--- config.mk ---
export PLATFORM = sky130hd
export DESIGN_NAME = uart_out_port_flat
export DESIGN_NICKNAME = d
export VERILOG_FILES = /design/src/rtl/uart_out_port_if.sv /design/src/rtl/uart_out_port.sv /design/src/flat_wrapper.sv
export SDC_FILE = /design/constraint.sdc
export NUM_CORES = 1
export LEC_CHECK = 0
export BUFFER_PORTS_ARGS = -buffer_cell sky130_fd_sc_hd__clkbuf_2
export CAP_MARGIN = 20
export CORE_UTILIZATION = 60
export DETAILED_ROUTE_END_ITERATION = 8
export PLACE_DENSITY = 0.79
export SLEW_MARGIN = 20
export SYNTH_ARGS = -nofsm -noshare
export SYNTH_HDL_FRONTEND = slang
export SYNTH_SLANG_ARGS = --single-unit
--- constraint.sdc ---
create_clock -name clk -period 8.7 [get_ports clk]
set_input_delay 1.74 -clock clk [delete_from_list [all_inputs] [get_ports clk]]
set_output_delay 1.74 -clock clk [all_outputs]
set_load 0.05 [all_outputs]
--- src/rtl/uart_out_port_if.sv ---
// CPU-side write port and status of the UART transmitter.
// The CPU (master) drives the write strobe and data byte. The transmitter (slave)
// returns the serial line and the status flags.
interface uart_out_port_if #(
  parameter int FIFO_DEPTH = 4
);
  localparam int CW = $clog2(FIFO_DEPTH) + 1;

  logic          _uart_in;    // active-low write strobe
  logic [7:0]    data_in;     // byte qualified by _uart_in
  logic          txd;         // 8N1 serial line, idle high
  logic          _flag_do;    // high only while the FIFO is full
  logic          busy;        // frame on the line or bytes queued
  logic          overrun;     // sticky: a write hit a full FIFO
  logic [CW-1:0] fifo_count;  // queued bytes, not counting the shifter

  modport master (
    output _uart_in, data_in,
    input  txd, _flag_do, busy, overrun, fifo_count
  );

  modport slave (
    input  _uart_in, data_in,
    output txd, _flag_do, busy, overrun, fifo_count
  );
endinterface

--- src/rtl/uart_out_port.sv ---
// UART transmit port: a byte FIFO fed by CPU writes, drained by an 8N1 serialiser.
// Every output comes straight from a flop. A frame is exactly 10*CLKS_PER_BIT
// cycles. Back-to-back frames follow each other with no idle bit between them.
module uart_out_port #(
  parameter int CLKS_PER_BIT = 4,   // 2..255
  parameter int FIFO_DEPTH   = 4    // power of 2, 2..16
) (
  input  logic           clk,
  input  logic           reset,     // synchronous, active-high
  uart_out_port_if.slave bus
);

  localparam int AW = $clog2(FIFO_DEPTH);
  localparam int CW = AW + 1;
  localparam logic [CW-1:0] FULL     = CW'(FIFO_DEPTH);
  localparam logic [7:0]    BAUD_MAX = 8'(CLKS_PER_BIT - 1);

  typedef enum logic [1:0] {
    IDLE,
    START,
    DATA,
    STOP
  } state_t;

  // FIFO state
  logic [7:0]    mem_q [FIFO_DEPTH];
  logic [AW-1:0] wr_ptr_q;
  logic [AW-1:0] rd_ptr_q;
  logic [CW-1:0] count_q;
  logic [CW-1:0] count_d;
  logic          flag_q;
  logic          overrun_q;

  // Transmitter state
  state_t        state_q;
  logic [7:0]    baud_q;
  logic [2:0]    bit_q;
  logic [7:0]    shift_q;
  logic          txd_q;
  logic          busy_q;

  // Per-edge strobes
  logic          full;
  logic          push;
  logic          drop;
  logic          baud_done;
  logic          pop;

  // Decode this edge's push, pop and drop, and the count that follows from them.
  // NOTE: combinational logic uses blocking '=' so later lines see earlier results.
  // Sequential state below uses '<=' so all flops update together.
  always_comb begin
    // NOTE: every output is assigned unconditionally here, so no latch can be inferred.
    full      = (count_q == FULL);
    push      = !bus._uart_in && !full;
    drop      = !bus._uart_in && full;
    baud_done = (baud_q == BAUD_MAX);
    // A pop happens when IDLE sees queued data, or when a STOP bit ends with data queued.
    // "full" is taken before the pop, so a write on a popping edge of a full FIFO is still dropped.
    pop       = (count_q != '0) &&
                ((state_q == IDLE) || ((state_q == STOP) && baud_done));
    count_d   = count_q + CW'(push) - CW'(pop);
  end

  // Byte storage.
  // NOTE: the storage array has no reset. count and the pointers decide which entries are valid.
  always_ff @(posedge clk) begin
    if (push) begin
      mem_q[wr_ptr_q] <= bus.data_in;
    end
  end

  // FIFO pointers, count and the full and overrun flags.
  always_ff @(posedge clk) begin
    if (reset) begin
      wr_ptr_q  <= '0;
      rd_ptr_q  <= '0;
      count_q   <= '0;
      flag_q    <= 1'b0;
      overrun_q <= 1'b0;
    end else begin
      // The pointers are AW bits wide and FIFO_DEPTH is a power of 2,
      // so they wrap on their own.
      if (push) wr_ptr_q <= wr_ptr_q + 1'b1;
      if (pop)  rd_ptr_q <= rd_ptr_q + 1'b1;
      count_q <= count_d;
      flag_q  <= (count_d == FULL);
      if (drop) overrun_q <= 1'b1;
    end
  end

  // Transmit FSM. The line level and busy are registered together with the state.
  always_ff @(posedge clk) begin
    if (reset) begin
      state_q <= IDLE;
      txd_q   <= 1'b1;
      baud_q  <= '0;
      bit_q   <= '0;
      shift_q <= '0;
      busy_q  <= 1'b0;
    end else begin
      busy_q <= 1'b1;
      case (state_q)
        IDLE: begin
          txd_q <= 1'b1;
          if (pop) begin
            shift_q <= mem_q[rd_ptr_q];
            bit_q   <= '0;
            baud_q  <= '0;
            txd_q   <= 1'b0;
            state_q <= START;
          end else begin
            busy_q <= (count_d != '0);
          end
        end

        START: begin
          if (baud_done) begin
            baud_q  <= '0;
            txd_q   <= shift_q[0];
            state_q <= DATA;
          end else begin
            baud_q <= baud_q + 8'd1;
          end
        end

        DATA: begin
          if (baud_done) begin
            baud_q  <= '0;
            shift_q <= {1'b0, shift_q[7:1]};
            bit_q   <= bit_q + 3'd1;
            if (bit_q == 3'd7) begin
              txd_q   <= 1'b1;
              state_q <= STOP;
            end else begin
              txd_q <= shift_q[1];
            end
          end else begin
            baud_q <= baud_q + 8'd1;
          end
        end

        STOP: begin
          if (baud_done) begin
            baud_q <= '0;
            if (pop) begin
              // Chain straight into the next start bit, with no idle bit between frames.
              shift_q <= mem_q[rd_ptr_q];
              bit_q   <= '0;
              txd_q   <= 1'b0;
              state_q <= START;
            end else begin
              txd_q   <= 1'b1;
              state_q <= IDLE;
              busy_q  <= (count_d != '0);
            end
          end else begin
            baud_q <= baud_q + 8'd1;
          end
        end

        default: begin
          txd_q   <= 1'b1;
          state_q <= IDLE;
        end
      endcase
    end
  end

  // Flag an undriven or unknown write strobe outside reset.
  always @(posedge clk) begin
    if (!reset) begin
      assert (!$isunknown(bus._uart_in));
    end
  end

  assign bus.txd        = txd_q;
  assign bus._flag_do   = flag_q;
  assign bus.busy       = busy_q;
  assign bus.overrun    = overrun_q;
  assign bus.fifo_count = count_q;

endmodule
--- src/flat_wrapper.sv ---
// flat-port wrapper written by rule: the top's interface ports become plain ports
module uart_out_port_flat 
#(
  parameter int CLKS_PER_BIT = 4,            
  parameter int FIFO_DEPTH   = 4                        
)
  (clk, reset, bus__uart_in, bus_data_in, bus_txd, bus__flag_do, bus_busy, bus_overrun, bus_fifo_count);
  uart_out_port_if #(.FIFO_DEPTH(FIFO_DEPTH)) bus_i ();
  input  logic clk;
  input  logic reset;
  input wire logic [$bits(bus_i._uart_in)-1:0] bus__uart_in;
  input wire logic [$bits(bus_i.data_in)-1:0] bus_data_in;
  output wire logic [$bits(bus_i.txd)-1:0] bus_txd;
  output wire logic [$bits(bus_i._flag_do)-1:0] bus__flag_do;
  output wire logic [$bits(bus_i.busy)-1:0] bus_busy;
  output wire logic [$bits(bus_i.overrun)-1:0] bus_overrun;
  output wire logic [$bits(bus_i.fifo_count)-1:0] bus_fifo_count;
  assign bus_i._uart_in = bus__uart_in;
  assign bus_i.data_in = bus_data_in;
  assign bus_txd = bus_i.txd;
  assign bus__flag_do = bus_i._flag_do;
  assign bus_busy = bus_i.busy;
  assign bus_overrun = bus_i.overrun;
  assign bus_fifo_count = bus_i.fifo_count;
  uart_out_port #(.CLKS_PER_BIT(CLKS_PER_BIT), .FIFO_DEPTH(FIFO_DEPTH)) u_core (.clk(clk), .reset(reset), .bus(bus_i));
endmodule
# Word level (Yosys, flattened, before mapping)
# Memory sizes are Yosys's and may differ from the RTL's. A register that Yosys moved wholly into a read port is not among the register bits.
# Index checks and enable logic that the tools add are counted.
[word_totals]
register_bits = 32
latchBits = 0
mem_bits_rw = 32
romBits = 0
in_bits = 11
output_inout_bits = 7
elab_cells = 76
mem_count = 1
[mem_list]
columns = ["name", "words", "word_bits", "read_ports", "rd_clocked_by_memory_dff", "wr", "line_no", "rtl"]
rows = [
  ["u_core.mem_q", 4, 8, 1, 1, 1, "uart_out_port.sv:26", "logic [7:0] mem_q [FIFO_DEPTH];"],
]
[classes]
add_sub_neg = 6
n_mul = 0
n_div = 0
magnitude_cmp = 0
n_eq_ne = 12
shifts = 0
muxes = 31
n_bitwise = 0
reduce_logical = 15
[op_table]
columns = ["cell", "n"]
rows = [
  ["$mux 8", 5],
  ["$pmux 8 s3", 1],
  ["$pmux 8 s2", 1],
  ["$mux 2", 7],
  ["$mux 1", 10],
  ["$ne 2x1->1 const B", 5],
  ["$eq 3x3->1 const B", 3],
  ["$mux 3", 3],
  ["$pmux 3 s3", 1],
  ["$reduce_bool 3->1", 3],
  ["$add 8x1->8 const B", 1],
  ["$eq 8x2->1 const B", 1],
  ["$pmux 2 s4", 1],
  ["$reduce_and 3->1", 2],
  ["$reduce_and 5->1", 1],
  ["$add 2x1->2 const B", 2],
  ["$eq 2x2->1 const B", 2],
  ["$logic_and 1x1->1", 4],
  ["$pmux 1 s4", 1],
  ["$add 3x1->3", 1],
  ["$add 3x1->3 const B", 1],
  ["$reduce_or 3->1", 1],
  ["$sub 3x1->3", 1],
  ["$eq 2x1->1 const B", 1],
  ["4 further kinds", 5],
]

# Depth between registers and ports, before layout
[depth]
word_depth = 9
mapped_depth = 13
ltp_nobuf = 12

# Worst setup path before layout
# OpenSTA, ideal clock, no wires.
[synth_timing]
kind = "input to register"
startpoint = "input port bus__uart_in"
endpoint = "register u_core.busy_q (netlist: u_core.bus.busy)"
setup_ns = 0.131
t_arrival_ns = 3.553
required_time_ns = 8.569
setup_slack_ns = 5.016
cell_stages = 6
n_path_buf = 0
path_cell_list = "a21oi_1 > ha_1 > fa_1 > or4b_4 > a211oi_2 > nor3_1"
[synth_between]
elab_chain_len = 8
[synth_lines]
columns = ["item", "line_no", "rtl"]
rows = [
  ["start, declared", "flat_wrapper.sv:11", "input wire logic [$bits(bus_i._uart_in)-1:0] bus__uart_in;"],
  ["$logic_not 1->1 *", "uart_out_port.sv:55", "push = !bus._uart_in && !full;"],
  ["$logic_and 1x1->1 *", "uart_out_port.sv:55", ""],
  ["$add 3x1->3 *", "uart_out_port.sv:62", "count_d = count_q + CW'(push) - CW'(pop);"],
  ["$sub 3x1->3 *", "uart_out_port.sv:62", ""],
  ["named net u_core.count_d[1]", "uart_out_port.sv:30", "logic [CW-1:0] count_d;"],
  ["$reduce_bool 3->1 *", "uart_out_port.sv:113, uart_out_port.sv:155", ""],
  ["$mux 1 *", "uart_out_port.sv:106, uart_out_port.sv:146", ""],
  ["$mux 1", "uart_out_port.sv:144", "if (baud_done) begin"],
  ["$pmux 1 s2 *", "uart_out_port.sv:103", "case (state_q)"],
  ["end signal, assigned", "uart_out_port.sv:113", "busy_q <= (count_d != '0);"],
  ["end signal, assigned", "uart_out_port.sv:155", "busy_q <= (count_d != '0);"],
  ["end, declared", "uart_out_port.sv:40", "logic busy_q;"],
]
# Mark *: on every way through the listed nets, which the timed path passes. The rest lies on a longest branch.
# A chain may end at the register's enable or synchronous reset.

# Worst setup path in the final report
[layout_timing]
startpoint = "input port bus__uart_in"
endpoint = "register u_core.busy_q (netlist: u_core.bus.busy)"
[layout_between]
elab_chain_len = 8
[layout_lines]
columns = ["item", "line_no", "rtl"]
rows = [
  ["$logic_not 1->1 *", "uart_out_port.sv:55", ""],
  ["$logic_and 1x1->1 *", "uart_out_port.sv:55", ""],
  ["named net u_core.push", "uart_out_port.sv:44", "logic push;"],
  ["$add 3x1->3 *", "uart_out_port.sv:62", ""],
  ["$sub 3x1->3 *", "uart_out_port.sv:62", ""],
  ["named net u_core.count_d[1]", "uart_out_port.sv:30", ""],
  ["$reduce_bool 3->1 *", "uart_out_port.sv:113, uart_out_port.sv:155", ""],
  ["$mux 1 *", "uart_out_port.sv:106, uart_out_port.sv:146", ""],
  ["$mux 1", "uart_out_port.sv:144", ""],
  ["$pmux 1 s2 *", "uart_out_port.sv:103", ""],
]
# Marks and branches as above.

==> metrics.md <==
| Metric | Value |
|---|---|
| Result of the run | completed |
| Data arrival time of the critical path | 3.79 ns |
| Largest cells by area after synthesis | sky130_fd_sc_hd__edfxtp_1, sky130_fd_sc_hd__dfxtp_1, sky130_fd_sc_hd__ha_1, sky130_fd_sc_hd__mux4_2, sky130_fd_sc_hd__nand2_1 |
| Fraction of the yosys area taken by sequential cells | 0.542 |
| Most Used Layer, Global Route | met2 |
| Final count of pins violating max slew | 0 |
| Setup TNS | 0 ns |
| GR Layer Usage met1 | 0.292 |
| Type of the tightest min-delay check | reg -> reg |
| Cell chosen for the clock root | sky130_fd_sc_hd__clkbuf_8 |
| Kind of cell adding the most delay to the critical path | adder cells |
| Most numerous cell in the Yosys netlist | sky130_fd_sc_hd__dfxtp_1 |
| Netlist Area Pre-Place | between 3000 and 4000 µm² |
| Fillers | ~320 |
| Leakage | 1.27 nW |
| Final antenna-violating net count | 0 |
| Worst hold endpoint | u_core.shift_q[3] |
| Max-cap violations | 0 |
| Measured slew at the worst slew-check pin | 0.722 ns |
| Final hold vios | 0 |
| Unrepaired setup endpoints after global routing | false |
| Most used standard cells in the synthesized netlist | sky130_fd_sc_hd__dfxtp_1, sky130_fd_sc_hd__edfxtp_1, sky130_fd_sc_hd__nand2_1 |
| Synthesis-to-layout area growth | 11.0% |
| Synthesized area divided by synthesized cell count | approximately 12 µm² |
| Die extent in x | 73.0 µm |
| Clock period minus worst slack | roughly 3.6 ns |
| Fraction of synthesized cell area in xor and xnor cells | 0.00579 |
| Area of all sequential standard cells | about 1600 µm² |
| CTS tree | yes |
| Worst-path maximum fanout | 7 |
| DP Wirelength | 3.47 mm |
| Main combinational cell family by area after synthesis | simple AND/OR/NAND/NOR gates |
| Peak per-stage delay on the critical path | between 0.5 and 0.6 ns |
| Number of hold buffers added after CTS | 0 |
| Instance count along the most critical hold path | 2 |
| Footprint of the multi-input gates | 1270 µm² |
| R2r setup slk | 5.48 ns |
| Gate count of the mapped netlist | 253 |
| Port Buffer Count | 17 |
| Antenna diode count | 0 |
| H-tree levels | 3 |
| Wire length of the first global-routing pass | 8.47 mm |
| Average wire length per cell after detail routing | 15.3 µm |
| Number of distinct standard cells referenced by the synthesized netlist | 49 |
| Critical Path Slowest Stage Cell | sky130_fd_sc_hd__or4b_4 |
| Total stage count of the critical path | 7 |
| Number of setup buffers added after CTS | 0 |
| Post-Place Worst Slack | 4.76 ns |
| Initial Util | 0.632 |
| Number of buffers created by CTS | 9 |
| Crit Reg-Reg Endpoint | u_core.bus.busy |
| Clock insertion delay at the later pin of the skew report | 0.34 ns |
| Normalized max-slew margin | 0.518 |
| Routability congestion estimate | ~0.76 |
| Post-synthesis adder-cell area fraction | 0.0686 |
| Drt pass-1 iters | 5 |
| Height of the die | 73.0 µm |
| All-Layer GR Usage | 0.224 |
| Clock sinks | 66 |
| DR vias/cell | roughly 5.8 |
| Net count reported at finish | 294 |
| Fraction of registers with async set/reset | 0 |
| Kind of end point of the critical path | register |
| Area of the core | 4790 µm² |
| Cell taking the most area after synthesis | sky130_fd_sc_hd__edfxtp_1 |
| Setup slack of the critical path after layout | 5.12 ns |
| Grt ovf | 0 |
| Met2 track demand over resource in global routing | 0.338 |
| Critical path launch point type | primary input |
| Mux contribution to synthesized area | 0.119 |
| Most instantiated flip-flop cell in the synthesis netlist | sky130_fd_sc_hd__dfxtp_1 |
| Launch point of the worst reg-to-reg path | u_core.baud_q[0] |
| Met3 usage in global routing | 0.0580 |
| CP cell instances | clkbuf_2 -> a21oi_1 -> ha_1 -> fa_1 -> or4b_4 -> a211oi_2 -> nor3_1 |
| Floorplan die area | 5330 µm² |
| Compound-Gate Fraction of Synth Area | 0.0984 |
| Count of vias placed by the detailed router | about 2000 |
| Critical path type | in -> reg |
| Ys Warns | 0 |
| DRC | 0 |
| Post-synth EDFFs | 32 |
| Worst Hold Launch | u_core.shift_q[3] |
| Pin count of the biggest net entering global routing | 27 |
| Data required, critical path | around 8.9 ns |
| VDD IR max | approximately 0.00018 V |
| DRT Wirelength | 5.19 mm |
| Number of DRC markers after the initial detailed-route iteration | 113 |
| Highest attainable clock frequency | 0.279 GHz |
| Portion of the clock cycle consumed by the worst path in the final layout | 0.411 |
| Fraction of synthesized cell area taken by the top area cell type | 0.317 |
| Syn Nets | 280 |
| Path depth of the worst reg2reg path | 11 |
| Fraction of layout instances using a drive strength above 1 | 0.221 |
| Yosys reg bits | 66 |
| Final clock skew | 0.00505 ns |
| Rows | 25 |
| Clock slew at the register clock pins of the worst setup and hold paths | 0.07 ns |
| I/O pin total | 18 |
| Buffers from clock root to sink, at most | 2 |
| Post-Synth Simple-Gate Area | 0.128 |
| Power density over cell area | 353 nW/µm² |
| Final Setup Violations | 0 |
| Number of instances resized during post-cts repair | 0 |
| Via count of the first global-routing pass | 1805 |
| Number of buffers and inverters on the critical path | 1 |
| Antenna violations before repair | 0 |
## how the worst max path moves through the flow
stage,slack [ns],from,to
detailed placement,4.76,bus__uart_in,u_core.bus.busy
global placement,4.81,bus__uart_in,u_core.bus.busy
floorplan,5.02,bus__uart_in,u_core.bus.busy
global route,4.98,bus__uart_in,u_core.bus.busy
CTS,5.13,bus__uart_in,u_core.bus.busy
finish,5.12,bus__uart_in,u_core.bus.busy
## registers in the layout, indices dropped and copies added (netlist names), 2 cells and up, named ones only
signal,count
u_core.shift_q,8
u_core.mem_q,32
u_core.bus.fifo_count,3
u_core.state_q,2
u_core.bit_q,3
u_core.rd_ptr_q,2
u_core.wr_ptr_q,2
u_core.baud_q,8
## layout make-up
type	instances	share of cell area
multi-input cells	159	0.378
flip-flops and latches	66	0.489
clock buffers	9	0.0369
clock inverters	7	0.0302
inverters	14	0.0156
well taps	67	0.0250
repair buffers	17	0.0253
## through the flow
stage / util / std cells / hold WS [ns] / instance area (µm²) / power [W]
global route: 0.702 / 339 / 0.492 / 3360 / 0.00126
global placement: 0.655 / 323 / 0.447 / 3130 / 0.000892
detailed placement: 0.655 / 323 / 0.454 / 3130 / 0.000905
CTS: 0.702 / 339 / 0.464 / 3360 / 0.00119
finish: 0.702 / 339 / 0.462 / 3360 / 0.00119
floorplan: - / 253 / 0.436 / 3030 / 0.000821
## layout by cell type, fill, tap and decap left out, types with 2 or more instances in the layout
cell type,count
sky130_fd_sc_hd__ha_1,15
sky130_fd_sc_hd__a21oi_1,16
sky130_fd_sc_hd__clkbuf_8,9
sky130_fd_sc_hd__nand2_1,28
sky130_fd_sc_hd__clkbuf_2,17
sky130_fd_sc_hd__dfxtp_1,34
sky130_fd_sc_hd__and2_1,4
sky130_fd_sc_hd__nor2b_1,3
sky130_fd_sc_hd__nor2_1,10
sky130_fd_sc_hd__o32ai_1,2
sky130_fd_sc_hd__a41oi_1,2
sky130_fd_sc_hd__mux4_2,8
sky130_fd_sc_hd__inv_1,12
sky130_fd_sc_hd__a31oi_1,3
sky130_fd_sc_hd__a31o_2,3
sky130_fd_sc_hd__nor4_1,2
sky130_fd_sc_hd__or3_1,2
sky130_fd_sc_hd__a21o_1,2
sky130_fd_sc_hd__clkinv_4,2
sky130_fd_sc_hd__bufinv_16,2
sky130_fd_sc_hd__mux2i_1,9
sky130_fd_sc_hd__nor3_1,4
sky130_fd_sc_hd__clkinvlp_4,2
sky130_fd_sc_hd__edfxtp_1,32
sky130_fd_sc_hd__nand3_1,4
sky130_fd_sc_hd__a311oi_1,4
sky130_fd_sc_hd__and3_1,3
sky130_fd_sc_hd__mux2_2,8
sky130_fd_sc_hd__o21ai_0,8
## layer usage
metal / up-vias / share of wire
met5: - / 0
met4: 0 / 0.023
met3: 12 / 0.036
met2: 40 / 0.48
met1: 941 / 0.46
li1: 962 / -
## worst reg2reg max path: stages, from the launching register on
cell and delay [ns]:
sky130_fd_sc_hd__dfxtp_1 0.39, sky130_fd_sc_hd__ha_1 0.25, sky130_fd_sc_hd__nor4b_4 0.33, sky130_fd_sc_hd__nand4_2 0.26, sky130_fd_sc_hd__nand2_1 0.12, sky130_fd_sc_hd__ha_1 0.23
sky130_fd_sc_hd__inv_1 0.06, sky130_fd_sc_hd__ha_1 0.16, sky130_fd_sc_hd__fa_1 0.45, sky130_fd_sc_hd__or4b_4 0.57, sky130_fd_sc_hd__a211oi_2 0.22, sky130_fd_sc_hd__nor3_1 0.07
## power by group
group	internal, W	switching [W]	total, W
registers	0.000393	0.0000497	0.000442
clock network	0.000163	0.000123	0.000286
logic	0.000198	0.000259	0.000457
total	0.000753	0.000432	0.00119
## cell families after synthesis
family / count (synthesis)
and+or+nand+nor: 71
DFF: 66
AOI/OAI and AO/OA: 45
buffers and inverters: 28
muxes: 25
adders and majority gates: 16
xor gates and xnor gates: 2
Note: power is estimated with default switching activity, not from simulation.
